<file path="src/rtl/pq_sched_pkg.sv">
// Shared types and helpers for the PDES pending-event queue scheduler.
// Also holds the rotating-priority pick used by other shared PDES resources.
package pq_sched_pkg;

   localparam int NREQ_DEF   = 4;
   localparam int DWIDTH_DEF = 16;
   localparam int HDEPTH_DEF = 5;
   localparam int CAP        = 2**HDEPTH_DEF - 1;
   localparam int IDW        = $clog2(NREQ_DEF);
   localparam int MAXREQ     = 16;

   typedef enum logic [1:0] {RST_WAIT, RUN, DRAIN} state_t;

   typedef struct packed {
      logic       found;
      logic [3:0] idx;
   } pick_t;

   // First eligible index at or after rr_ptr, wrapping modulo n.
   // The loop runs downward so the closest candidate is assigned last and wins.
   function automatic pick_t rr_pick(input logic [MAXREQ-1:0] eligible,
                                     input logic [3:0] rr_ptr,
                                     input int n);
      pick_t      p;
      int         cand;
      logic [3:0] cidx;
      p = '0;
      for (int k = MAXREQ - 1; k >= 0; k--) begin
         if (k < n) begin
            cand = (int'(rr_ptr) + k) % n;
            cidx = 4'(cand);
            if (eligible[cidx]) begin
               p.found = 1'b1;
               p.idx   = cidx;
            end
         end
      end
      return p;
   endfunction

endpackage

</file>
<file path="src/rtl/rr_arbiter.sv">
// N-wide rotating-priority picker. The pointer moves past the winner on each grant
// and holds when nothing is eligible.
module rr_arbiter
   import pq_sched_pkg::*;
#(
   parameter int N = 4
) (
   input  logic                 clk,
   input  logic                 rst,
   input  logic [N-1:0]         eligible,
   output logic [N-1:0]         gnt,
   output logic [$clog2(N)-1:0] winner,
   output logic                 found
);

   localparam int W = $clog2(N);
   localparam logic [W-1:0] LAST = W'(N - 1);

   logic [W-1:0] rr_ptr;
   pick_t        pick;

   always_comb begin
      pick   = rr_pick(16'(eligible), 4'(rr_ptr), N);
      found  = pick.found;
      winner = pick.idx[W-1:0];
      gnt    = '0;
      if (pick.found) gnt[winner] = 1'b1;
   end

   always_ff @(posedge clk) begin
      if (rst) begin
         rr_ptr <= '0;
      end else if (found) begin
         rr_ptr <= (winner == LAST) ? '0 : winner + 1'b1;
      end
   end

endmodule

</file>
<file path="src/rtl/pq_sched_arbiter.sv">
// Shares one prio_q min-heap among NREQ simulation cores: round-robin enq/deq arbitration,
// prio_q reset sequencing and flush draining.
module pq_sched_arbiter
   import pq_sched_pkg::*;
#(
   parameter int NREQ       = NREQ_DEF,
   parameter int DWIDTH     = DWIDTH_DEF,
   parameter int HDEPTH     = HDEPTH_DEF,
   parameter int RST_CYCLES = 2
) (
   input  logic                    CLK,
   input  logic                    rst,
   input  logic [NREQ-1:0]         req_enq,
   input  logic [NREQ-1:0]         req_deq,
   input  logic [NREQ*DWIDTH-1:0]  req_data,
   output logic [NREQ-1:0]         gnt,
   output logic                    rsp_valid,
   output logic [$clog2(NREQ)-1:0] rsp_id,
   output logic [DWIDTH-1:0]       rsp_data,
   input  logic                    flush,
   output logic                    flush_done,
   output logic                    ready,
   output logic                    pq_rst_n,
   output logic                    pq_enq,
   output logic                    pq_deq,
   output logic [DWIDTH-1:0]       pq_inp_data,
   input  logic [DWIDTH-1:0]       pq_out_data,
   input  logic [HDEPTH-1:0]       pq_count
);

   localparam int IW = $clog2(NREQ);
   localparam logic [HDEPTH-1:0] FULL_CNT = '1;
   localparam logic [7:0]        RST_LAST = 8'(RST_CYCLES - 1);

   state_t          state;
   logic [7:0]      rst_cnt;
   logic            full;
   logic            empty;
   logic [NREQ-1:0] eligible;
   logic [NREQ-1:0] arb_gnt;
   logic [IW-1:0]   winner;
   logic            found;
   logic            win_enq;

   // Flush and rst take the cycle away from requesters, so nothing is eligible then.
   always_comb begin
      full     = (pq_count == FULL_CNT);
      empty    = (pq_count == '0);
      eligible = '0;
      if (state == RUN && !flush && !rst) begin
         eligible = (req_enq & {NREQ{!full}}) | (req_deq & {NREQ{!empty}});
      end
   end

   rr_arbiter #(.N(NREQ)) u_arb (
      .clk      (CLK),
      .rst      (rst),
      .eligible (eligible),
      .gnt      (arb_gnt),
      .winner   (winner),
      .found    (found)
   );

   // A requester holding both requests gets its enqueue first unless the queue is full.
   always_comb begin
      win_enq     = req_enq[winner] && !full;
      gnt         = arb_gnt;
      pq_enq      = found && win_enq;
      pq_deq      = (found && !win_enq) || (state == DRAIN && !empty && !rst);
      pq_inp_data = '0;
      for (int i = 0; i < NREQ; i++) begin
         if (IW'(i) == winner) pq_inp_data = req_data[i*DWIDTH +: DWIDTH];
      end
      pq_rst_n    = !rst && (state != RST_WAIT);
      ready       = !rst && (state == RUN);
   end

   always_ff @(posedge CLK) begin
      if (rst) begin
         state      <= RST_WAIT;
         rst_cnt    <= '0;
         rsp_valid  <= 1'b0;
         rsp_id     <= '0;
         rsp_data   <= '0;
         flush_done <= 1'b0;
      end else begin
         rsp_valid  <= 1'b0;
         flush_done <= 1'b0;
         case (state)
            RST_WAIT: begin
               if (rst_cnt == RST_LAST) state <= RUN;
               else rst_cnt <= rst_cnt + 8'd1;
            end
            RUN: begin
               if (flush) begin
                  state <= DRAIN;
               end else if (pq_deq) begin
                  rsp_valid <= 1'b1;
                  rsp_id    <= winner;
                  rsp_data  <= pq_out_data;
               end
            end
            DRAIN: begin
               if (empty) begin
                  state      <= RUN;
                  flush_done <= 1'b1;
               end
            end
            default: state <= RST_WAIT;
         endcase
      end
   end

endmodule

</file>
<file path="config.mk">
export PLATFORM = sky130hd
export DESIGN_NAME = pq_sched_arbiter
export DESIGN_NICKNAME = d
export VERILOG_FILES = /design/src/rtl/pq_sched_pkg.sv /design/src/rtl/rr_arbiter.sv /design/src/rtl/pq_sched_arbiter.sv
export SDC_FILE = /design/constraint.sdc
export NUM_CORES = 1
export LEC_CHECK = 0
export BUFFER_PORTS_ARGS = -buffer_cell sky130_fd_sc_hd__buf_2
export CAP_MARGIN = 40
export CORE_MARGIN = 2
export CORE_UTILIZATION = 47
export CTS_BUF_LIST = sky130_fd_sc_hd__clkbuf_8
export DETAILED_ROUTE_END_ITERATION = 16
export GPL_TIMING_DRIVEN = 0
export PLACE_DENSITY = 0.93
export SYNTH_ARGS = -nofsm -noshare
export SYNTH_HDL_FRONTEND = slang
export SYNTH_SLANG_ARGS = --single-unit
</file>
<file path="constraint.sdc">
create_clock -name CLK -period 6.8 [get_ports CLK]
set_input_delay 1.02 -clock CLK [delete_from_list [all_inputs] [get_ports CLK]]
set_output_delay 1.02 -clock CLK [all_outputs]
set_load 0.005 [all_outputs]
</file>
==> summary.txt, run 1 <==
Outcome
  – Status: complete, no violations

Route
  – Metal2 WL: 3.64 mm
  – WL/cell: 14.2 um
  – DR top layer: met4
  – Post-DR vias/cell: 5.28
  – DR vias: 2,509
  – Met1 WL: 2.49 mm
  – Drt first pass iters: 5
  – DRT antenna net count: 0
  – DR iter-0 viols: 122
  – Met3 WL: 446 um
  – Drt drc: 0
  – Post-Route WL: 6.76 mm

Flow run
  – Maxcap violations: 0

Synthesis
  – Syn_nets: 378
  – Most used DFF post-synth: dfxtp_1
  – Area leader, netlist: dfxtp_1
  – Area contributors post-synth: dfxtp_1 29%, nor2_1 6.4%, nor2b_1 6.3%
  – #FFs+latches synth: 32
  – Post-synthesis cell type count: 47
  – Post-synth EDFFs: 0
  – Mapped Area: 2180 um^2
  – Yosys warns: 0
  – Seq/Total Area, Yosys: 29.4%
  – Top-area cell type share of the netlist area: 29.4%
  – Async set or reset register ratio after synthesis: 0%
  – Post-Syn Instances: 276
  – Avg Cell Area, Syn: 7.90 um^2

Final layout
  – Commonest cells after routing, fill and taps aside: 139 x buf_2, 37 x nor2_1, 35 x nand2_1, 32 x dfxtp_1, 23 x a21oi_1
  – Most common cell after layout, fill and taps aside: buf_2
  – Area delta synth->final: 39.2%
  – Share of layout cells above drive strength 1: 41.8%
  – Nets: 524
  – Antenna Cells: 0
  – Fill cell count: 370
  – Layout Cells excl Fill: 475
  – Post-layout util: 68.7%

Floorplanning
  – FP Rows: 24
  – Full die area: 5200 um^2
  – IO Pins: 140
  – Die Width: 72.1 um
  – Starting Density: 49.4%
  – Core Region: 4410 um^2
  – Die Y-Extent: 72.1 um

Clock network
  – Num CTS Buffers: 5
  – Post-CTS resize count: 0
  – H-tree levels: 2
  – Root Driver: clkbuf_8
  – CTS tree: yes
  – Post-CTS setup buffer count: 0
  – CTS Hold Bufs: 0
  – Clk Latency, worst-skew pair: 0.29 ns
  – Clock sinks: 32
  – Clk slew on worst S/H paths: 0.06 ns
  – CTS max path bufs: 2

STA
  – Final min period: 5.46 ns
  – Worst-margin pin slew: 0.622 ns
  – Final period util: 80.3%
  – Final Slew Violations: 0
  – Worst relative slew slack: 58.2%
  – Setup TNS Final: 0 ns
  – Max Freq: 0.183 GHz
  – RSZ-0062 raised after global routing: no
  – Hold Fails Final Rpt: 0
  – Clk_skew: 0.00557 ns
  – Final setup vio count: 0

Power and ir drop
  – VDD IR max: 193 uV
  – Static Leak: 1.52 nW
  – Power per cell area: 302 nW/um^2

Global routing
  – GRT overflow: 0
  – GRT Util Overall: 25.1%
  – Vias in the first global route: 2,410
  – First-pass GRT wire length: 10.4 mm
  – Initial antenna violation count: 0
  – Largest net degree at the start of global routing: 11

Place
  – Count of buffers from port buffering: 139
  – Final HPWL DP: 5.45 mm
  – Placed cells: 467
  – Routability cong.: 0.899

Worst setup path
  – Critical R2R Capture: rsp_data[6]
  – CP max-delay cell: or4_4
  – CP Data Required Time: 5.78 ns
  – Bufs and invs on worst path: 5
  – Reg2reg path depth: 12
  – WS Path Type: in2out
  – CP max stage delay: 0.57 ns
  – Crit end category: output pin
  – Worst-path cell chain: buf_2 -> or4_4 -> nor2_4 -> o22ai_1 -> o21bai_1 -> o311a_1 -> inv_1 -> ha_1 -> clkbuf_1 -> nor2b_1 -> clkbuf_1 -> a22oi_1 -> nor2_1 -> a21oi_1 -> o21ai_0 -> buf_2
  – Critical Path Start Type: primary input
  – Top delay family on crit path: simple AND/OR/NAND/NOR gates
  – Worst path arrival time: 4.44 ns
  – Worst-path maximum fanout: 10
  – R2R Setup Slk: 3.80 ns
  – CP startpoint: pq_count[1]
  – Worst r2r src: state[1]

Hold path
  – Worst Hold Class: reg2reg
  – Hold path start: rsp_id[0]
  – Hold path depth: 2
  – Hold Path End: rsp_id[0]
-- Yosys cell counts (3+ instances only) --
cell and instances:
nor2b_1 22, nand2_1 35, a211oi_1 3, mux2_2 9, nor3_1 4, clkbuf_1 13, o21ai_0 19, ha_1 6
a22oi_1 15, dfxtp_1 32, mux2_4 7, inv_1 6, a21oi_1 23, xor2_1 4, nor2_1 37
-- through the flow --
step,total power [mW],worst slack [ns],instance area [um^2],hold slack (ns)
2_1_floorplan,0.577,2.02,2180,0.469
4_1_cts,0.915,1.39,3030,0.498
6_report,0.916,1.34,3030,0.491
5_1_grt,0.980,1.01,3030,0.534
3_3_place_gp,0.739,1.44,2940,0.464
3_5_place_dp,0.758,1.39,2940,0.486
-- state kept, by name, indices dropped and copies added (netlist names) --
signal        flops
rsp_data         16
rst_cnt           8
rsp_id            2
state             2
u_arb.rr_ptr      2
flush_done        1
rsp_valid         1
-- power breakdown --
| group | internal [mW] | switching (mW) |
|---|---|---|
| logic | 0.246 | 0.248 |
| clock network | 0.0807 | 0.0740 |
| registers | 0.236 | 0.0313 |
-- logic make-up (layout without fill, tap and decap cells) --
group                      count (synthesis)  count (layout)  synth area share (%)
and+or+nand+nor                          114             114                  25.7
AOI/OAI and AO/OA                         77              77                  22.8
adders and majority gates                  6               6                  3.44
muxes                                     19              19                  11.0
buffers and inverters                     22             169                  5.22
xor gates and xnor gates                   6               6                  2.41
DFF                                       32              32                  29.4
-- worst max path at each step --
stage                            to  cells after the start
detailed placement   pq_inp_data[5]                     18
global placement     pq_inp_data[5]                     18
floorplan            pq_inp_data[4]                     16
finish               pq_inp_data[7]                     16
CTS                  pq_inp_data[5]                     18
global route        pq_inp_data[10]                     18
-- worst min-delay path, cell delays in order, from the launching register on --
cell and delay (ns):
dfxtp_1 0.31, nand2b_1 0.07, mux2i_1 0.06
-- routing by layer --
layer	vias up	GRT usage [%]
met5	-	0
met4	0	10.7
met3	23	6.39
met2	115	48.5
met1	1120	24.9
li1	1251	-
-- layout make-up --
type	instances	area, um^2	area share, %
well taps	52	65.1	2.14
multi-input cells	222	1430	47.0
repair buffers	139	696	22.9
clock buffers	6	82.6	2.72
plain buffers	16	91.3	3.01
flip-flops and latches	32	641	21.1
inverters	6	22.5	0.742
clock inverters	2	11.3	0.371
Power figures use the tool's default switching activity.
==> inputs of run 2 (changes only) <==
--- a/config.mk
+++ b/config.mk
@@ -5,14 +5,15 @@
 export SDC_FILE = /design/constraint.sdc
 export NUM_CORES = 1
 export LEC_CHECK = 0
+export ABC_AREA = 1
 export BUFFER_PORTS_ARGS = -buffer_cell sky130_fd_sc_hd__buf_2
 export CAP_MARGIN = 40
 export CORE_MARGIN = 2
-export CORE_UTILIZATION = 47
+export CORE_UTILIZATION = 41
 export CTS_BUF_LIST = sky130_fd_sc_hd__clkbuf_8
 export DETAILED_ROUTE_END_ITERATION = 16
 export GPL_TIMING_DRIVEN = 0
-export PLACE_DENSITY = 0.93
+export PLACE_DENSITY = 0.85
 export SYNTH_ARGS = -nofsm -noshare
 export SYNTH_HDL_FRONTEND = slang
 export SYNTH_SLANG_ARGS = --single-unit
==> constraint.sdc (replaced) <==
create_clock -name CLK -period 4.51 [get_ports CLK]
set_input_delay 0.6765 -clock CLK [delete_from_list [all_inputs] [get_ports CLK]]
set_output_delay 0.6765 -clock CLK [all_outputs]
set_load 0.005 [all_outputs]
==> summary.txt, run 2 <==
Synthesis
  – Area contributors post-synth: dfxtp_1 28%, nand2_1 12%, nor2_1 8.4%
  – Seq/Total Area, Yosys: 27.7%
  – Post-synthesis xor/xnor area fraction: 0.379%
  – Adder-Cell Fraction of Synth Area: 3.24%
  – Largest family of logic cells by synthesized area: simple AND/OR/NAND/NOR gates
  – Synth Area in Compound Gates: 20.9%
  – Post-Synth Simple-Gate Area: 35.5%
  – Synth top cells by count: 74 x nand2_1, 52 x nor2_1, 44 x inv_1
  – Mux contribution to synthesized area: 0%
  – Mapped Area: 2310 um^2
  – Post-synthesis cell type count: 32
  – Area leader, netlist: dfxtp_1
  – Async set or reset register ratio after synthesis: 0%
  – Yosys warns: 0
  – Avg Cell Area, Syn: 6.43 um^2
  – Most used DFF post-synth: dfxtp_1
  – Top-area cell type share of the netlist area: 27.7%
  – Syn_nets: 462
  – Top-count cell post-synth: nand2_1
  – Post-Syn Instances: 360
  – #FFs+latches synth: 32
  – Post-synth EDFFs: 0

Floorplanning
  – Die Y-Extent: 79.1 um
  – Core Region: 5470 um^2
  – Full die area: 6260 um^2
  – IO Pins: 140
  – Starting Density: 42.3%
  – Die Width: 79.1 um
  – FP Rows: 27

STA
  – Hold Fails Final Rpt: 0
  – RSZ-0062 raised after global routing: no
  – Worst relative slew slack: 65.3%
  – Final setup vio count: 0
  – Worst-margin pin slew: 0.520 ns
  – Final Slew Violations: 0
  – Clk_skew: 0.00399 ns
  – Final period util: 92.4%
  – Max Freq: 0.240 GHz
  – Final min period: 4.17 ns

Route
  – WL/cell: 13.0 um
  – Drt drc: 0
  – Post-Route WL: 7.48 mm
  – DR iter-0 viols: 133
  – DR vias: 2,985
  – DRT antenna net count: 0
  – Post-DR vias/cell: 5.17
  – Drt first pass iters: 4

Worst setup path
  – CP max stage delay: 0.43 ns
  – CP startpoint: pq_count[0]
  – R2R Setup Slk: 2.17 ns
  – Worst r2r src: state[0]
  – Worst path arrival time: 3.49 ns
  – CP Data Required Time: 3.83 ns
  – Critical Path Start Type: primary input
  – Worst-path cell chain: buf_2 -> nor2_1 -> nand3_1 -> nand2_1 -> nand2_1 -> nand3_1 -> nand2_1 -> nand2_1 -> nand2_1 -> nand2_4 -> nand2_2 -> nand2_4 -> nand2_4 -> ha_1 -> clkbuf_1 -> inv_2 -> clkbuf_1 -> nor2_1 -> o31ai_1 -> buf_2
  – CP max-delay cell: clkbuf_1
  – WS Path Type: in2out
  – Worst-path maximum fanout: 10
  – Worst path most repeated cell: nand2_1
  – Crit end category: output pin

Place
  – Routability cong.: 0.832
  – Final HPWL DP: 5.92 mm
  – Placed cells: 570
  – Count of buffers from port buffering: 138

Clock network
  – Clk slew on worst S/H paths: 0.07 ns
  – CTS Hold Bufs: 0
  – CTS tree: yes
  – Clk Latency, worst-skew pair: 0.28 ns
  – Post-CTS setup buffer count: 0
  – Clock sinks: 32
  – H-tree levels: 2
  – CTS max path bufs: 2
  – Num CTS Buffers: 5
  – Root Driver: clkbuf_8

Final layout
  – Fill cell count: 533
  – Footprint of the multi-input gates: 1400 um^2
  – Most common cell after layout, fill and taps aside: buf_2
  – Area delta synth->final: 37.8%
  – Antenna Cells: 0
  – FF+latch area: 641 um^2
  – Max FFs per register: 16
  – Nets: 606
  – Layout Cells excl Fill: 577
  – Biggest register: rsp_data
  – Commonest cells after routing, fill and taps aside: 138 x buf_2, 74 x nand2_1, 51 x nor2_1, 44 x inv_1, 32 x dfxtp_1
  – Post-layout util: 58.3%
  – Share of layout cells above drive strength 1: 33.9%
  – Top Registers: rsp_data x16, rst_cnt x8

Global routing
  – Initial antenna violation count: 0
  – GRT Util Overall: 23.0%
  – GRT overflow: 0
  – First-pass GRT wire length: 11.7 mm
  – Vias in the first global route: 2,712
  – Largest net degree at the start of global routing: 12

Power and ir drop
  – Total power: 1.67 mW
  – VDD IR max: 309 uV
  – Static Leak: 1.68 nW
  – Power per cell area: 523 nW/um^2

Outcome
  – Status: complete, no violations

Flow run
  – Maxcap violations: 0

Hold path
  – Hold path start: state[0]
  – Worst Hold Class: reg2reg
==> run 2: cell types whose count changed in the layout (fill, tap and decap cells not counted), moves of 16 or more <==
cell	before	now
o31ai_1	0	16
nand2_1	35	74
nor2b_1	22	0
nand3_1	2	31
a221oi_1	0	16
inv_1	7	44
==> run 2: area by class of cell <==
| class | instances | area share (%) |
|---|---|---|
| multi-input cells | 258 | 43.8 |
| inverters | 50 | 5.89 |
| plain buffers | 19 | 3.02 |
| well taps | 72 | 2.83 |
| clock buffers | 5 | 2.16 |
| flip-flops and latches | 32 | 20.1 |
| clock inverters | 3 | 0.589 |
| repair buffers | 138 | 21.7 |
==> run 2: where the power goes <==
group | total [mW] | switching (mW) | internal [mW]
Sequential | 0.402 | 0.0483 | 0.353
Combinational | 1.05 | 0.614 | 0.434
Clock | 0.217 | 0.110 | 0.107
Total | 1.67 | 0.772 | 0.894
==> run 2: repair_timing <==
item / CTS / global route
pin swaps: 0 / 0
endpoints found under the setup margin: 6 / 10
resized for setup: 1 / 6
==> run 2: through the flow <==
stage / hold slack, ns / cell area, um^2 / setup WS, ns / setup TNS [ns]
5_1_grt: 0.491 / 3190 / 0.0455 / 0
2_1_floorplan: 0.422 / 2310 / 0.671 / 0
6_report: 0.457 / 3190 / 0.342 / 0
3_5_place_dp: 0.445 / 3090 / -0.0692 / -0.204
4_1_cts: 0.454 / 3180 / 0.0658 / 0
3_3_place_gp: 0.439 / 3090 / 0.0323 / 0
==> run 2: layer usage <==
| metal | wire, um | part of all wire (%) | global-route usage (%) |
|---|---|---|---|
| met1 | 2850 | 38 | 24.7 |
| met2 | 3860 | 52 | 43.6 |
| met5 | 0 | 0 | 0 |
| met3 | 586 | 7.8 | 4.89 |
| met4 | 180 | 2.4 | 9.14 |
==> run 2: critical path, delay by kind of cell <==
family	cells	cell delay, ns
adder cells (fa/ha/maj)	1	0.19
AND/OR/NAND/NOR	13	1.32
AO/OA/AOI/OAI	1	0.25
buffers and inverters	5	1.04
==> run 2: path summary, 6_finish.rpt <==
kind                          to  cells past startpoint
setup / recovery  pq_inp_data[6]                     20
hold / removal        flush_done                      1
setup reg to reg     rsp_data[1]                     18
hold reg to reg       flush_done                      1
==> run 2: cells by family (layout without fill, tap and decap cells) <==
logic type,Yosys count,in the layout
DFF,32,32
adders and majority gates,6,6
AOI/OAI and AO/OA,74,74
xor gates and xnor gates,1,1
buffers and inverters,70,215
and+or+nand+nor,177,177
==> inputs of run 3 (changes only) <==
--- a/config.mk
+++ b/config.mk
@@ -7,7 +7,7 @@
 export LEC_CHECK = 0
 export ABC_AREA = 1
 export BUFFER_PORTS_ARGS = -buffer_cell sky130_fd_sc_hd__buf_2
-export CAP_MARGIN = 40
+export CAP_MARGIN = 10
 export CORE_MARGIN = 2
 export CORE_UTILIZATION = 41
 export CTS_BUF_LIST = sky130_fd_sc_hd__clkbuf_8
==> constraint.sdc (replaced) <==
create_clock -name CLK -period 3.58 [get_ports CLK]
set_input_delay 0.537 -clock CLK [delete_from_list [all_inputs] [get_ports CLK]]
set_output_delay 0.537 -clock CLK [all_outputs]
set_load 0.005 [all_outputs]
==> summary.txt, run 3 (synthesized netlist as in run 2, its figures left out) <==
Floorplanning
  – Die Width: 79.1 um
  – Full die area: 6260 um^2
  – FP Rows: 27
  – IO Pins: 140
  – Die Y-Extent: 79.1 um
  – Starting Density: 42.3%
  – Core Region: 5470 um^2

STA
  – Worst hold margin: 0.429 ns
  – Final period util: 95.4%
  – Final Slew Violations: 0
  – Worst relative slew slack: 70.4%
  – Final min period: 3.42 ns
  – Clk_skew: 0.00492 ns
  – Max Freq: 0.293 GHz
  – Worst-margin pin slew: 0.444 ns
  – Hold Fails Final Rpt: 0
  – Final setup vio count: 0

Worst setup path
  – CP max-delay cell: dfxtp_1
  – Worst path arrival time: 2.88 ns
  – Worst r2r src: state[1]
  – CP max stage delay: 0.36 ns
  – Bufs and invs on worst path: 5
  – Worst-path maximum fanout: 10
  – CP Data Required Time: 3.04 ns
  – CP startpoint: state[1]
  – Critical Path Start Type: flip-flop
  – Crit end category: output pin
  – Top delay family on crit path: simple AND/OR/NAND/NOR gates
  – Worst-path cell chain: nor3_4 -> inv_2 -> nor2_8 -> nand3_1 -> nand2_1 -> nand2_1 -> nand2_1 -> inv_2 -> nand2_4 -> nand2_2 -> nand2_4 -> nand2_4 -> inv_2 -> ha_4 -> nor2_4 -> buf_8 -> a221oi_1 -> o31ai_1 -> buf_2
  – WS Path Type: reg2out

Clock network
  – CTS Hold Bufs: 0
  – Root Driver: clkbuf_8
  – Clk slew on worst S/H paths: 0.07 ns
  – CTS tree: yes
  – Clock sinks: 32
  – CTS max path bufs: 2
  – Clk Latency, worst-skew pair: 0.28 ns
  – Num CTS Buffers: 5
  – H-tree levels: 2

Final layout
  – Biggest register: rsp_data
  – Most common cell after layout, fill and taps aside: buf_2
  – Commonest cells after routing, fill and taps aside: 138 x buf_2, 73 x nand2_1, 50 x nor2_1, 42 x inv_1, 31 x dfxtp_1
  – Share of layout cells above drive strength 1: 38.1%
  – Antenna Cells: 0
  – Nets: 605
  – Top Registers: rsp_data x16, rst_cnt x8
  – Max FFs per register: 16
  – Area delta synth->final: 42.5%
  – Fill cell count: 513

Hold path
  – Worst Hold Class: reg2reg
  – Hold path start: state[0]

Place
  – Count of buffers from port buffering: 138
  – Routability cong.: 0.832
  – Final HPWL DP: 5.92 mm

Power and ir drop
  – Power per cell area: 672 nW/um^2
  – Static Leak: 1.72 nW
  – VDD IR max: 404 uV
  – Total power: 2.22 mW

Route
  – Post-Route WL: 7.59 mm
  – DR vias: 2,976
  – Drt drc: 0
  – DR iter-0 viols: 118
  – DRT antenna net count: 0
  – Post-DR vias/cell: 5.17
  – WL/cell: 13.2 um
  – Drt first pass iters: 5

Global routing
  – GRT overflow: 0
  – Initial antenna violation count: 0
  – Vias in the first global route: 2,700
  – Largest net degree at the start of global routing: 18
  – GRT Util Overall: 23.2%
  – First-pass GRT wire length: 11.8 mm

Outcome
  – Status: complete, no violations

Flow run
  – Maxcap violations: 0
## run 3: changes by cell type in the layout (fill, tap and decap cells not counted), sizes merged
cell and change:
clkbuf -6, buf +5, clkinv +1, inv -1
## run 3: through the flow
stage / utilization [%] / instance area [um^2] / setup TNS (ns) / setup slack, ns / instances
2_1_floorplan: - / 2310 / 0 / 0.0199 / 360
3_3_place_gp: 56.5 / 3090 / -6.88 / -0.619 / 570
3_5_place_dp: 56.5 / 3090 / -8.31 / -0.720 / 570
4_1_cts: 58.7 / 3210 / 0 / 0.00160 / 575
5_1_grt: 60.2 / 3300 / -0.00849 / -0.00698 / 576
6_report: 60.2 / 3300 / 0 / 0.164 / 576
## run 3: worst paths after layout
kind                                        end  slack (ns)  cells past startpoint
worst max register to register      rsp_data[5]        1.22                     17
worst min-delay path                 flush_done        0.43                      1
worst min register to register       flush_done        0.43                      1
worst max-delay path            pq_inp_data[14]        0.16                     19
## run 3: cell type report
class / instances / area [um^2] / share of cell area [%]
clock inverters: 3 / 18.8 / 0.569
well taps: 72 / 90.1 / 2.73
plain buffers: 16 / 113 / 3.42
repair buffers: 140 / 706 / 21.4
clock buffers: 5 / 68.8 / 2.09
multi-input cells: 258 / 1470 / 44.6
inverters: 50 / 189 / 5.73
flip-flops and latches: 32 / 642 / 19.5
## run 3: timing repair
action / 4_1_cts / 5_1_grt
setup endpoints to repair: 18 / 18
pin swaps: 0 / 4
buffers inserted: 0 / 2
gates resized for setup: 14 / 30
## run 3: metal layers
layer	part of all wire [%]	track usage (%)	up-vias
li1	-	-	1483
met1	38	24.7	1341
met2	52	44.7	135
met3	7.3	4.89	17
met4	2.2	8.10	0
met5	0	0	-
## run 3: worst reg2reg max path, cell delays in order, from the launching register on
cell and delay (ns):
dfxtp_1 0.36, nor3_4 0.21, inv_2 0.09, nor2_8 0.12, nand3_1 0.10, nand2_1 0.12, nand2_1 0.10, nand2_2 0.10
nand2_4 0.07, nand2_2 0.07, nand2_4 0.07, nand2_4 0.12, nand2_1 0.09, nand3_2 0.08, nand3_4 0.14, buf_4 0.21
a21oi_1 0.14, nor2_1 0.06
## run 3: power by group
group	total [mW]	internal, mW	leakage, nW	switching [mW]
combinational	1.44	0.627	1.41	0.809
sequential	0.507	0.446	0.261	0.0606
clock	0.274	0.135	0.0479	0.138
total	2.22	1.21	1.72	1.01
